### config.mk
export PLATFORM = sky130hd
export DESIGN_NAME = data_change_fifo_flat
export DESIGN_NICKNAME = d
export VERILOG_FILES = /design/src/rtl/data_change_fifo_if.sv /design/src/rtl/data_change_fifo.sv /design/src/flat_wrapper.sv
export SDC_FILE = /design/constraint.sdc
export NUM_CORES = 1
export LEC_CHECK = 0
export CORE_MARGIN = 3
export CORE_UTILIZATION = 45
export CTS_CLUSTER_DIAMETER = 200
export DETAILED_ROUTE_END_ITERATION = 10
export PLACE_DENSITY = 0.66
export SLEW_MARGIN = 30
export SYNTH_ARGS = -nofsm -noshare
export SYNTH_HDL_FRONTEND = slang
export SYNTH_SLANG_ARGS = --single-unit
### constraint.sdc
create_clock -name clk_i -period 15.1 [get_ports clk_i]
set_input_delay 3.775 -clock clk_i [delete_from_list [all_inputs] [get_ports clk_i]]
set_output_delay 3.775 -clock clk_i [all_outputs]
set_load 0.02 [all_outputs]
### src/rtl/data_change_fifo_if.sv
// Bus bundle between the data-change monitor FIFO and its driver/sink.
// Carries the monitored word, the sink handshake and the status outputs.
interface data_change_fifo_if #(
    parameter int DATA_W = 128,
    parameter int DEPTH  = 4,
    parameter int DROP_W = 8
);
    localparam int CNT_W = $clog2(DEPTH + 1);

    logic [DATA_W-1:0] data_in_i;
    logic              clear_i;
    logic [DATA_W-1:0] data_o;
    logic              valid_o;
    logic              ready_i;
    logic [CNT_W-1:0]  count_o;
    logic              overflow_o;
    logic [DROP_W-1:0] drop_cnt_o;

    modport master (
        output data_in_i, clear_i, ready_i,
        input  data_o, valid_o, count_o, overflow_o, drop_cnt_o
    );

    modport slave (
        input  data_in_i, clear_i, ready_i,
        output data_o, valid_o, count_o, overflow_o, drop_cnt_o
    );
endinterface

### src/rtl/data_change_fifo.sv
// Captures every change of a monitored bus into a small FIFO drained over
// valid/ready, with fill level, sticky overflow and a saturating drop count.
module data_change_fifo #(
    parameter int DATA_W = 128,
    parameter int DEPTH  = 4,
    parameter int DROP_W = 8
) (
    input logic              clk_i,
    input logic              reset_n_i,
    data_change_fifo_if.slave bus
);
    localparam int PTR_W = $clog2(DEPTH);
    localparam int CNT_W = $clog2(DEPTH + 1);

    logic [DATA_W-1:0] mem [DEPTH];
    logic [DATA_W-1:0] prev_q;
    logic [PTR_W-1:0]  wr_ptr;
    logic [PTR_W-1:0]  rd_ptr;
    logic [CNT_W-1:0]  count;
    logic              overflow;
    logic [DROP_W-1:0] drop_cnt;

    logic chg, empty, full, push_req, push, pop, drop;

    function automatic logic [DROP_W-1:0] sat_inc(input logic [DROP_W-1:0] v);
        return (&v) ? v : v + 1'b1;
    endfunction

    assign chg      = (bus.data_in_i != prev_q);
    assign empty    = (count == '0);
    assign full     = (count == CNT_W'(DEPTH));
    assign pop      = !bus.clear_i && !empty && bus.ready_i;
    assign push_req = !bus.clear_i && chg;
    // A pop on the same edge frees a slot, so a full FIFO still accepts the push.
    assign push     = push_req && (!full || pop);
    assign drop     = push_req && full && !pop;

    always_ff @(posedge clk_i or negedge reset_n_i) begin
        if (!reset_n_i) begin
            prev_q   <= '0;
            wr_ptr   <= '0;
            rd_ptr   <= '0;
            count    <= '0;
            overflow <= 1'b0;
            drop_cnt <= '0;
        end else begin
            prev_q <= bus.data_in_i;
            if (bus.clear_i) begin
                wr_ptr   <= '0;
                rd_ptr   <= '0;
                count    <= '0;
                overflow <= 1'b0;
                drop_cnt <= '0;
            end else begin
                if (push) wr_ptr <= wr_ptr + 1'b1;
                if (pop)  rd_ptr <= rd_ptr + 1'b1;
                case ({push, pop})
                    2'b10:   count <= count + 1'b1;
                    2'b01:   count <= count - 1'b1;
                    default: count <= count;
                endcase
                if (drop) begin
                    overflow <= 1'b1;
                    drop_cnt <= sat_inc(drop_cnt);
                end
            end
        end
    end

    // Storage holds data only; emptiness is tracked by count, so no reset needed.
    always_ff @(posedge clk_i) begin
        if (push) mem[wr_ptr] <= bus.data_in_i;
    end

    assign bus.data_o     = empty ? '0 : mem[rd_ptr];
    assign bus.valid_o    = !empty;
    assign bus.count_o    = count;
    assign bus.overflow_o = overflow;
    assign bus.drop_cnt_o = drop_cnt;
endmodule
### src/flat_wrapper.sv
// flat-port wrapper written by rule: the top's interface ports become plain ports
module data_change_fifo_flat 
#(
    parameter int DATA_W = 128,
    parameter int DEPTH  = 4,
    parameter int DROP_W = 8
)
  (clk_i, reset_n_i, bus_data_in_i, bus_clear_i, bus_ready_i, bus_data_o, bus_valid_o, bus_count_o, bus_overflow_o, bus_drop_cnt_o);
  data_change_fifo_if #(.DATA_W(DATA_W), .DEPTH(DEPTH), .DROP_W(DROP_W)) bus_i ();
  input logic clk_i;
  input logic reset_n_i;
  input wire logic [$bits(bus_i.data_in_i)-1:0] bus_data_in_i;
  input wire logic [$bits(bus_i.clear_i)-1:0] bus_clear_i;
  input wire logic [$bits(bus_i.ready_i)-1:0] bus_ready_i;
  output wire logic [$bits(bus_i.data_o)-1:0] bus_data_o;
  output wire logic [$bits(bus_i.valid_o)-1:0] bus_valid_o;
  output wire logic [$bits(bus_i.count_o)-1:0] bus_count_o;
  output wire logic [$bits(bus_i.overflow_o)-1:0] bus_overflow_o;
  output wire logic [$bits(bus_i.drop_cnt_o)-1:0] bus_drop_cnt_o;
  assign bus_i.data_in_i = bus_data_in_i;
  assign bus_i.clear_i = bus_clear_i;
  assign bus_i.ready_i = bus_ready_i;
  assign bus_data_o = bus_i.data_o;
  assign bus_valid_o = bus_i.valid_o;
  assign bus_count_o = bus_i.count_o;
  assign bus_overflow_o = bus_i.overflow_o;
  assign bus_drop_cnt_o = bus_i.drop_cnt_o;
  data_change_fifo #(.DATA_W(DATA_W), .DEPTH(DEPTH), .DROP_W(DROP_W)) u_core (.clk_i(clk_i), .reset_n_i(reset_n_i), .bus(bus_i));
endmodule
==> results of run 1 <==
-- cell families (layout without fill, tap and decap cells) --
| family | count (synthesis) | count (layout) |
|---|---|---|
| compound gates | 15 | 15 |
| xor+xnor | 130 | 130 |
| mux | 136 | 136 |
| simple gates | 233 | 233 |
| other cells | 0 | 5 |
| fa+ha+maj | 6 | 6 |
| flops | 656 | 656 |
| buf+inv | 54 | 418 |
-- critical path, cell delays in order (launching register included) --
cell and delay (ns):
dfrtp_4 0.92, buf_12 0.67, mux4_2 0.64, and2_1 0.24
clkdlybuf4s50_1 0.57
-- layer usage --
| layer | global-route usage | part of all wire | vias up |
|---|---|---|---|
| met1 | 0.2689 | 0.43 | 6446 |
| met2 | 0.3173 | 0.49 | 316 |
| met5 | 0 | 0.00062 | - |
| met3 | 0.05196 | 0.057 | 82 |
| met4 | 0.05016 | 0.021 | 6 |
| li1 | - | - | 5416 |
-- power breakdown --
group	leakage, nW	internal [mW]	switching, mW	total, mW
Clock	1.06	0.973	0.656	1.63
Sequential	6.41	2.09	0.0535	2.14
Combinational	2.71	0.512	0.576	1.09
Total	10.2	3.58	1.29	4.86
-- layout make-up --
| cell class | count | area [sq um] | share of cell area |
|---|---|---|---|
| timing repair buffer | 289 | 2909 | 0.09437 |
| clock buffer | 107 | 1989 | 0.06454 |
| sequential | 656 | 18990 | 0.6159 |
| clock inverter | 16 | 187.7 | 0.006089 |
| tap | 739 | 924.6 | 0.03000 |
| multi-input combinational | 520 | 5793 | 0.1879 |
| inverter | 6 | 22.52 | 0.0007306 |
| antenna | 5 | 12.51 | 0.0004059 |
-- worst min-delay path by stage --
stage                                                 start                           endpoint  cells after the start
final                     u_core.bus.overflow_o$_DFFE_PN0P_  u_core.bus.overflow_o$_DFFE_PN0P_                      2
after global routing      u_core.bus.overflow_o$_DFFE_PN0P_  u_core.bus.overflow_o$_DFFE_PN0P_                      2
after CTS                 u_core.bus.overflow_o$_DFFE_PN0P_  u_core.bus.overflow_o$_DFFE_PN0P_                      2
after detailed placement  u_core.bus.overflow_o$_DFFE_PN0P_  u_core.bus.overflow_o$_DFFE_PN0P_                      2
after global placement    u_core.bus.overflow_o$_DFFE_PN0P_  u_core.bus.overflow_o$_DFFE_PN0P_                      2
after floorplan                u_core.wr_ptr[0]$_DFFE_PN0P_       u_core.wr_ptr[0]$_DFFE_PN0P_                      2
-- flip-flops by register name, summed over array words and instances, names as in the netlist --
signal and count:
u_core.rd_ptr 2, u_core.bus.drop_cnt_o 8, u_core.wr_ptr 2, u_core.mem 512, u_core.bus.count_o 3, u_core.bus.overflow_o 1
u_core.prev_q 128
-- stage by stage --
step	std cells	instance area, sq um	utilization
CTS	2333	30810	0.5670
detailed placement	2210	28640	0.5269
finish	2338	30820	0.5672
floorplan	1230	24990	-
global placement	2209	28580	0.5260
global route	2333	30810	0.5670
-- cell usage after synthesis (2+ instances only) --
master	number
xnor2_1	129
a21oi_1	4
nor3b_1	5
inv_1	6
clkbuf_1	28
mux4_2	128
nand4_2	2
mux2_2	4
a31oi_1	2
nand4_1	32
buf_2	13
and2_1	128
mux2_4	3
ha_1	5
a211oi_1	2
and3_2	2
o21ai_1	2
and3_1	2
edfxtp_1	512
nand2_1	14
nor2_1	12
or4_1	2
dfrtp_1	144
nor2b_1	5
nand3_1	8
buf_1	5
nor3_1	3
nor4_2	7
==> flow_metrics.py, run 1 <==
metrics = {
    "yosys": {
        "syn_inst": 1230,
        "synth_top_area_cell": "edfxtp_1",
        "synth_top_area_frac": 0.6153,
        "synth_warnings": 0,
        "ys_dominant_reg_cell": "edfxtp_1",
        "synth_edf_count": 512,
        "yosys-top-cells-area": "edfxtp_1, dfrtp_1, mux4_2",
        "synth_area_per_cell_sq_um": 20.31,
        "syn_area_sq_um": 24990,
        "synth_xor_area_frac": 0.04557,
        "synth.distinct_cells": 49,
        "synthMuxAreaShare": 0.1194,
        "syn_nets": 1368,
        "ys_seq_elements": 656,
        "synth_top_family_by_area": "multiplexers",
        "synth_compound_area_frac": 0.003956,
        "synthAdderAreaFrac": 0.003305,
        "yosys.area_share.simple": 0.05879,
        "synth_seq_area_share": 0.7595,
        "synthArstFlopShare": 0.2195,
    },
    "timing": {
        "setup_slack_ns": 7.562,
        "grt_setup_unrepaired": "false",
        "maxSlewViolCount": 0,
        "finalSetupViolations": 0,
        "worstMarginPinSlew_ns": 0.9053,
        "fin_setup_tns_ns": 0,
        "whs_ns": 0.5287,
        "slew_headroom": 0.3964,
        "finalClockSkew_ns": 0.02374,
        "fin_crit_ns": 7.538,
        "fmax_mhz": 132.7,
        "timing.final.crit_share": 0.4992,
        "hold_violations": 0,
    },
    "die": {
        "initial_core_util": 0.4598,
        "die_area_sq_um": 58390,
        "io_pins": 273,
        "chipWidth_um": 241.6,
        "fp.coreArea_sq_um": 54350,
        "fp-row-count": 85,
        "die_h_um": 241.6,
    },
    "layout": {
        "final_layout_size_suffix_gt1_frac": 0.1694,
        "final_common_cell": "edfxtp_1",
        "fillers": 4086,
        "syn2layout_area_growth_pct": 23.37,
        "final_cell_mix": "edfxtp_1, clkdlybuf4s50_1, dfrtp_1",
        "finalNetCount": 1680,
    },
    "global_routing": {
        "grt_pass1_wl_um": 85760,
        "grt_overflow": 0,
        "antenna_found_initial": 6,
        "grt_pass1_vias": 12841,
        "grtUsageTotal": 0.1967,
        "grt_max_degree": 97,
    },
    "placement": {
        "dp_slack_ns": 7.446,
        "port_buffers": 272,
        "dp_hpwl_um": 34940,
        "gp_congestion": 0.7461,
    },
    "critical_path": {
        "r2r-end": "u_core.mem[3][122]$_DFFE_PP_",
        "required_ns": 11.32,
        "rr_worst_depth": 8,
        "endpoint_kind": "output port",
        "cp.arrival_ns": 3.76,
        "cp-startpoint": "u_core.rd_ptr[0]$_DFFE_PN0P_",
        "worstSetupStartpointType": "flip-flop",
        "crit_type": "flip-flop to output port",
        "setup.worst_path.end": "bus_data_o[25]",
        "r2r_slack_ns": 11.48,
        "path_max_fanout": 96,
        "worstReg2RegStart": "u_core.prev_q[34]$_DFF_PN0_",
    },
    "routing": {
        "vias": 12266,
        "dr.first_iter.drc_count": 879,
        "drc_errors": 0,
        "viasPerCell": 5.246,
        "avgRoutedWirePerCell_um": 24.23,
        "wl_um": 56660,
        "first_pass_iters": 5,
        "drtAntennaViolNets": 0,
    },
    "power": {
        "p_leak_nw": 10.17,
        "p_total_mw": 4.861,
        "p_per_area_nw_per_um2": 157.7,
        "vdd_drop_max_v": 0.0001119,
    },
    "clock_network": {
        "tritoncts": "yes",
        "cts_max_level": 3,
        "cts_made_buffers": 69,
        "cts-root-buf": "clkbuf_16",
        "cts.reportedPaths.clkPinSlew_ns": 0.06,
        "cts_resized": 0,
        "hold_buffers": 0,
        "cts_num_sinks": 656,
        "clock_path_buffers": 3,
        "postCtsSetupBuffers": 0,
        "clk_latency_ns": 0.58,
    },
    "run_status": {
        "status": "finished, final reports clean",
    },
    "job": {
        "maxCapViolCount": 0,
    },
    "worst_hold_path": {
        "hold_class": "flip-flop to flip-flop",
    },
}
Power figures use the tool's default switching activity.
==> inputs of run 2 (changes only) <==
--- a/config.mk
+++ b/config.mk
@@ -9,7 +9,7 @@
 export CORE_UTILIZATION = 45
 export CTS_CLUSTER_DIAMETER = 200
 export DETAILED_ROUTE_END_ITERATION = 10
-export PLACE_DENSITY = 0.66
+export PLACE_DENSITY = 0.69
 export SLEW_MARGIN = 30
 export SYNTH_ARGS = -nofsm -noshare
 export SYNTH_HDL_FRONTEND = slang
==> constraint.sdc (replaced) <==
create_clock -name clk_i -period 6.5 [get_ports clk_i]
set_input_delay 1.625 -clock clk_i [delete_from_list [all_inputs] [get_ports clk_i]]
set_output_delay 1.625 -clock clk_i [all_outputs]
set_load 0.02 [all_outputs]
==> run 2 against run 1 <==
Count of clock-buffer cells in the layout fell by 14. Sequential share of layout area fell by 0.29 points. Die area did not move. Sequential power rose by 130%. Wire length rose by 0.91%. Combinational power rose by 130%. Critical path type unchanged.
==> flow_metrics.py, run 2 (synthesis gave the netlist of run 1 again) <==
metrics = {
    "power": {
        "vdd_drop_max_v": 0.0002451,
        "p_per_area_nw_per_um2": 367.1,
        "p_total_mw": 11.37,
        "p_leak_nw": 10.25,
    },
    "worst_hold_path": {
        "hold_class": "flip-flop to flip-flop",
    },
    "placement": {
        "gp_congestion": 0.8015,
        "dp_hpwl_um": 35870,
        "place_area_sq_um": 28740,
        "dp_slack_ns": 1.080,
        "placedCellCount": 2218,
        "port_buffers": 272,
    },
    "layout": {
        "finalNetCount": 1688,
        "final_common_cell": "edfxtp_1",
        "final_cell_mix": "edfxtp_1, clkdlybuf4s50_1, dfrtp_1",
        "syn2layout_area_growth_pct": 23.96,
        "final_layout_size_suffix_gt1_frac": 0.1782,
        "fin_util": 0.5699,
        "finalInstanceArea_sq_um": 30970,
        "largest_reg_flops": 512,
        "instances_no_fill": 2347,
        "largest-register": "u_core.mem",
    },
    "die": {
        "fp.coreArea_sq_um": 54350,
        "chipWidth_um": 241.6,
        "die_area_sq_um": 58390,
        "io_pins": 273,
        "initial_core_util": 0.4598,
        "die_h_um": 241.6,
        "fp-row-count": 85,
    },
    "routing": {
        "first_pass_iters": 5,
        "wl_um": 57170,
        "vias": 12309,
        "dr.first_iter.drc_count": 765,
        "viasPerCell": 5.245,
        "drc_errors": 0,
        "drtAntennaViolNets": 0,
        "avgRoutedWirePerCell_um": 24.36,
    },
    "timing": {
        "worstMarginPinSlew_ns": 0.8588,
        "setup_slack_ns": 1.586,
        "finalClockSkew_ns": 0.01768,
        "fin_crit_ns": 4.914,
        "fmax_mhz": 203.5,
        "grt_setup_unrepaired": "false",
        "hold_violations": 0,
        "finalSetupViolations": 0,
        "whs_ns": 0.5179,
        "maxSlewViolCount": 0,
        "slew_headroom": 0.4275,
        "fin_setup_tns_ns": 0,
        "timing.final.crit_share": 0.7560,
    },
    "global_routing": {
        "grt_max_degree": 93,
        "grt_overflow": 0,
        "grt_pass1_vias": 13037,
        "grt_pass1_wl_um": 86240,
        "antenna_found_initial": 7,
        "grtUsageTotal": 0.1988,
    },
    "critical_path": {
        "required_ns": 4.88,
        "crit_type": "flip-flop to output port",
        "worst_path_max_delay_cell": "dfrtp_4",
        "cp_cell_sequence": "buf_12, mux4_2, and2_1, clkdlybuf4s50_1",
        "cp.arrival_ns": 3.29,
        "endpoint_kind": "output port",
        "critPathMaxStageDelay_ns": 0.82,
        "worstSetupStartpointType": "flip-flop",
        "cp_top_family": "buffers and inverters",
        "path_max_fanout": 55,
        "crit_buf_inv": 2,
    },
    "clock_network": {
        "tritoncts": "yes",
        "cts_num_sinks": 656,
        "cts_made_buffers": 69,
        "postCtsSetupBuffers": 0,
        "cts_max_level": 3,
        "cts_resized": 0,
        "clock_path_buffers": 3,
        "cts-root-buf": "clkbuf_16",
        "clk_latency_ns": 0.59,
        "cts.reportedPaths.clkPinSlew_ns": 0.06,
        "hold_buffers": 0,
    },
    "run_status": {
        "status": "finished, final reports clean",
    },
    "job": {
        "maxCapViolCount": 0,
    },
}
-- run 2: final timing paths --
path	slack, ns	startpoint	cells after the start	endpoint
worst min-delay path	0.52	u_core.bus.overflow_o$_DFFE_PN0P_	2	u_core.bus.overflow_o$_DFFE_PN0P_
worst max-delay path	1.59	u_core.rd_ptr[0]$_DFFE_PN0P_	4	bus_data_o[28]
max in group asynchronous	4.27	reset_n_i	2	u_core.prev_q[11]$_DFF_PN0_
worst min register to register	0.52	u_core.bus.overflow_o$_DFFE_PN0P_	2	u_core.bus.overflow_o$_DFFE_PN0P_
worst max register to register	2.93	u_core.prev_q[39]$_DFF_PN0_	9	u_core.bus.count_o[1]$_DFFE_PN0P_
min in group asynchronous	0.99	reset_n_i	1	u_core.prev_q[53]$_DFF_PN0_
-- run 2: cell type report --
| cell class | count | area, sq um |
|---|---|---|
| Antenna cell | 3 | 7.507 |
| Multi-Input combinational cell | 520 | 5818 |
| Sequential cell | 656 | 18990 |
| Clock inverter | 33 | 320.3 |
| Tap cell | 739 | 924.6 |
| Inverter | 6 | 22.52 |
| Timing Repair Buffer | 297 | 2984 |
| Clock buffer | 93 | 1909 |
| Fill cell | 4095 | 23370 |
-- run 2: power by group --
| group | total [mW] | internal, mW | switching, mW |
|---|---|---|---|
| clock network | 3.84 | 2.27 | 1.57 |
| registers | 4.97 | 4.86 | 0.116 |
| logic | 2.56 | 1.21 | 1.35 |
-- run 2: worst register-to-register path, stage by stage (launching register included) --
cell and delay (ns):
dfrtp_1 0.38, xnor2_1 0.37, nand4_1 0.18, nor4_1 0.55
nand4_2 0.31, nor2_4 0.39, nand3_1 0.15, fa_1 0.47
or4_1 0.53, a31oi_1 0.16
-- run 2: metal layers --
layer	GRT usage	part of all wire	vias to the layer above
met5	0	0.0013	-
met4	0.04465	0.018	8
met3	0.05074	0.062	83
met2	0.3237	0.49	361
met1	0.2733	0.42	6416
li1	-	-	5441
==> inputs of run 3 (changes only) <==
==> constraint.sdc (replaced) <==
create_clock -name clk_i -period 4.2 [get_ports clk_i]
set_input_delay 1.05 -clock clk_i [delete_from_list [all_inputs] [get_ports clk_i]]
set_output_delay 1.05 -clock clk_i [all_outputs]
set_load 0.02 [all_outputs]
==> run 3 against run 2 <==
Critical path depth unchanged. Utilization increased by 1.1 points. Clock power increased by 52%. Clock skew increased by 0.0029 ns. Sequential power increased by 54%. Count of clock-buffer cells in the layout increased by 9. Power increased by 55%. Final cell count increased by 2.4%. Non-clock buffer count increased by 55. Critical endpoint is now bus_data_o[83]. First-iteration DRC count decreased by 13%. Largest power group unchanged. Flip-flop and latch count unchanged. Global-route usage increased by 0.11 points.
==> flow_metrics.py, run 3 (synthesis gave the netlist of run 1 again) <==
metrics = {
    "layout": {
        "finalInstanceArea_sq_um": 31580,
        "multiInputGateArea_sq_um": 5829,
        "syn2layout_area_growth_pct": 26.39,
        "instances_no_fill": 2403,
        "finalNetCount": 1742,
        "final_layout_size_suffix_gt1_frac": 0.2048,
        "fin_util": 0.5811,
        "final_cell_mix": "edfxtp_1, clkdlybuf4s50_1, dfrtp_1",
        "largest_reg_flops": 512,
        "final_common_cell": "edfxtp_1",
        "fillers": 4023,
        "seqCellArea_sq_um": 18990,
        "largest-register": "u_core.mem",
    },
    "routing": {
        "first_pass_iters": 6,
        "dr.first_iter.drc_count": 669,
        "met1_length_um": 23900,
        "wl_um": 57760,
        "avgRoutedWirePerCell_um": 24.04,
        "drtAntennaViolNets": 0,
        "highest_layer": "met5",
        "viasPerCell": 5.217,
        "vias": 12536,
        "wl_met2_um": 28560,
        "drc_errors": 0,
        "routed-wl-met3_um": 4121,
    },
    "die": {
        "fp.coreArea_sq_um": 54350,
        "io_pins": 273,
        "die_area_sq_um": 58390,
        "die_h_um": 241.6,
        "initial_core_util": 0.4598,
        "fp-row-count": 85,
        "chipWidth_um": 241.6,
    },
    "timing": {
        "maxSlewViolCount": 0,
        "fmax_mhz": 248.7,
        "fin_setup_tns_ns": 0,
        "slew_headroom": 0.4940,
        "worstMarginPinSlew_ns": 0.7581,
        "fin_crit_ns": 4.021,
        "setup_slack_ns": 0.1788,
        "whs_ns": 0.4792,
        "hold_violations": 0,
        "finalSetupViolations": 0,
        "timing.final.crit_share": 0.9574,
        "finalClockSkew_ns": 0.02060,
        "grt_setup_unrepaired": "false",
    },
    "power": {
        "vdd_drop_max_v": 0.0003384,
        "p_per_area_nw_per_um2": 558.6,
        "combPwrFrac": 0.235,
        "p_sw_frac": 0.2640,
        "p_total_mw": 17.64,
        "p_sw_mw": 4.658,
        "clockPowerShare": 0.331,
        "p_int_mw": 12.98,
        "p_leak_nw": 10.54,
        "pwr-share-seq": 0.434,
    },
    "global_routing": {
        "grt_overflow": 0,
        "grt_max_degree": 77,
        "antenna_found_initial": 11,
        "grt_pass1_wl_um": 86710,
        "grtUsageTotal": 0.2000,
        "grt_pass1_vias": 13387,
    },
    "critical_path": {
        "worst_path_max_delay_cell": "clkdlybuf4s50_1",
        "critPathMaxStageDelay_ns": 0.63,
        "rr_worst_depth": 9,
        "r2r_slack_ns": 0.93,
        "setup.worst_path.end": "bus_data_o[83]",
        "path_max_fanout": 56,
        "cp_cell_sequence": "or3_4, buf_4, and2_1, clkdlybuf4s50_1",
        "required_ns": 3.15,
        "r2r-end": "u_core.bus.count_o[1]$_DFFE_PN0P_",
        "worstReg2RegStart": "u_core.prev_q[39]$_DFF_PN0_",
        "crit_buf_inv": 2,
        "endpoint_kind": "output port",
        "worstSetupStartpointType": "flip-flop",
        "cp.arrival_ns": 2.97,
        "cp-startpoint": "u_core.bus.count_o[1]$_DFFE_PN0P_",
        "cp_top_family": "buffers and inverters",
        "crit_type": "flip-flop to output port",
        "crit_cells": 4,
    },
    "clock_network": {
        "hold_buffers": 0,
        "cts_made_buffers": 68,
        "postCtsSetupBuffers": 0,
        "clock_path_buffers": 3,
        "cts_resized": 0,
        "clk_latency_ns": 0.59,
        "cts_num_sinks": 656,
        "cts.reportedPaths.clkPinSlew_ns": 0.06,
        "tritoncts": "yes",
        "cts_max_level": 3,
        "cts-root-buf": "clkbuf_16",
    },
    "job": {
        "maxCapViolCount": 0,
    },
    "placement": {
        "place_area_sq_um": 29380,
        "port_buffers": 272,
        "placedCellCount": 2273,
        "gp_congestion": 0.7658,
        "dp_slack_ns": -0.3821,
        "dp_hpwl_um": 37370,
    },
    "run_status": {
        "status": "finished, final reports clean",
    },
    "worst_hold_path": {
        "hold_class": "input pin to async pin",
    },
}
run 3: per-layer routing:
layer,vias up,track usage
li1,5539,-
met1,6542,0.2654
met2,379,0.3270
met3,70,0.05340
met4,6,0.05959
met5,-,0
run 3: power groups by stage:
| stage | Clock, mW | Sequential [mW] | Combinational [mW] |
|---|---|---|---|
| floorplan | 0 | 7.77 | 2.25 |
| global placement | 0 | 7.76 | 4.23 |
| detailed placement | 0 | 7.79 | 4.23 |
| CTS | 5.97 | 7.66 | 4.26 |
| global route | 6.25 | 7.69 | 4.43 |
| finish | 5.84 | 7.65 | 4.15 |
run 3: worst min-delay path by stage:
stage                                                 start                                end  slack [ns]  depth (start not counted)
after floorplan                u_core.wr_ptr[0]$_DFFE_PN0P_       u_core.wr_ptr[0]$_DFFE_PN0P_        0.54                          2
after global placement    u_core.bus.overflow_o$_DFFE_PN0P_  u_core.bus.overflow_o$_DFFE_PN0P_        0.51                          2
after detailed placement  u_core.bus.overflow_o$_DFFE_PN0P_  u_core.bus.overflow_o$_DFFE_PN0P_        0.51                          2
after CTS                 u_core.bus.overflow_o$_DFFE_PN0P_  u_core.bus.overflow_o$_DFFE_PN0P_        0.51                          2
after global routing                              reset_n_i        u_core.prev_q[56]$_DFF_PN0_        0.53                          1
final                                             reset_n_i        u_core.prev_q[86]$_DFF_PN0_        0.48                          1
run 3: area by class of cell:
cell class / instances / area share
flip-flops and latches: 656 / 0.6012
multi-input cells: 520 / 0.1846
repair buffers: 352 / 0.1147
clock buffers: 102 / 0.06113
well taps: 739 / 0.02928
clock inverters: 19 / 0.007726
inverters: 6 / 0.0007131
diodes: 9 / 0.0007131
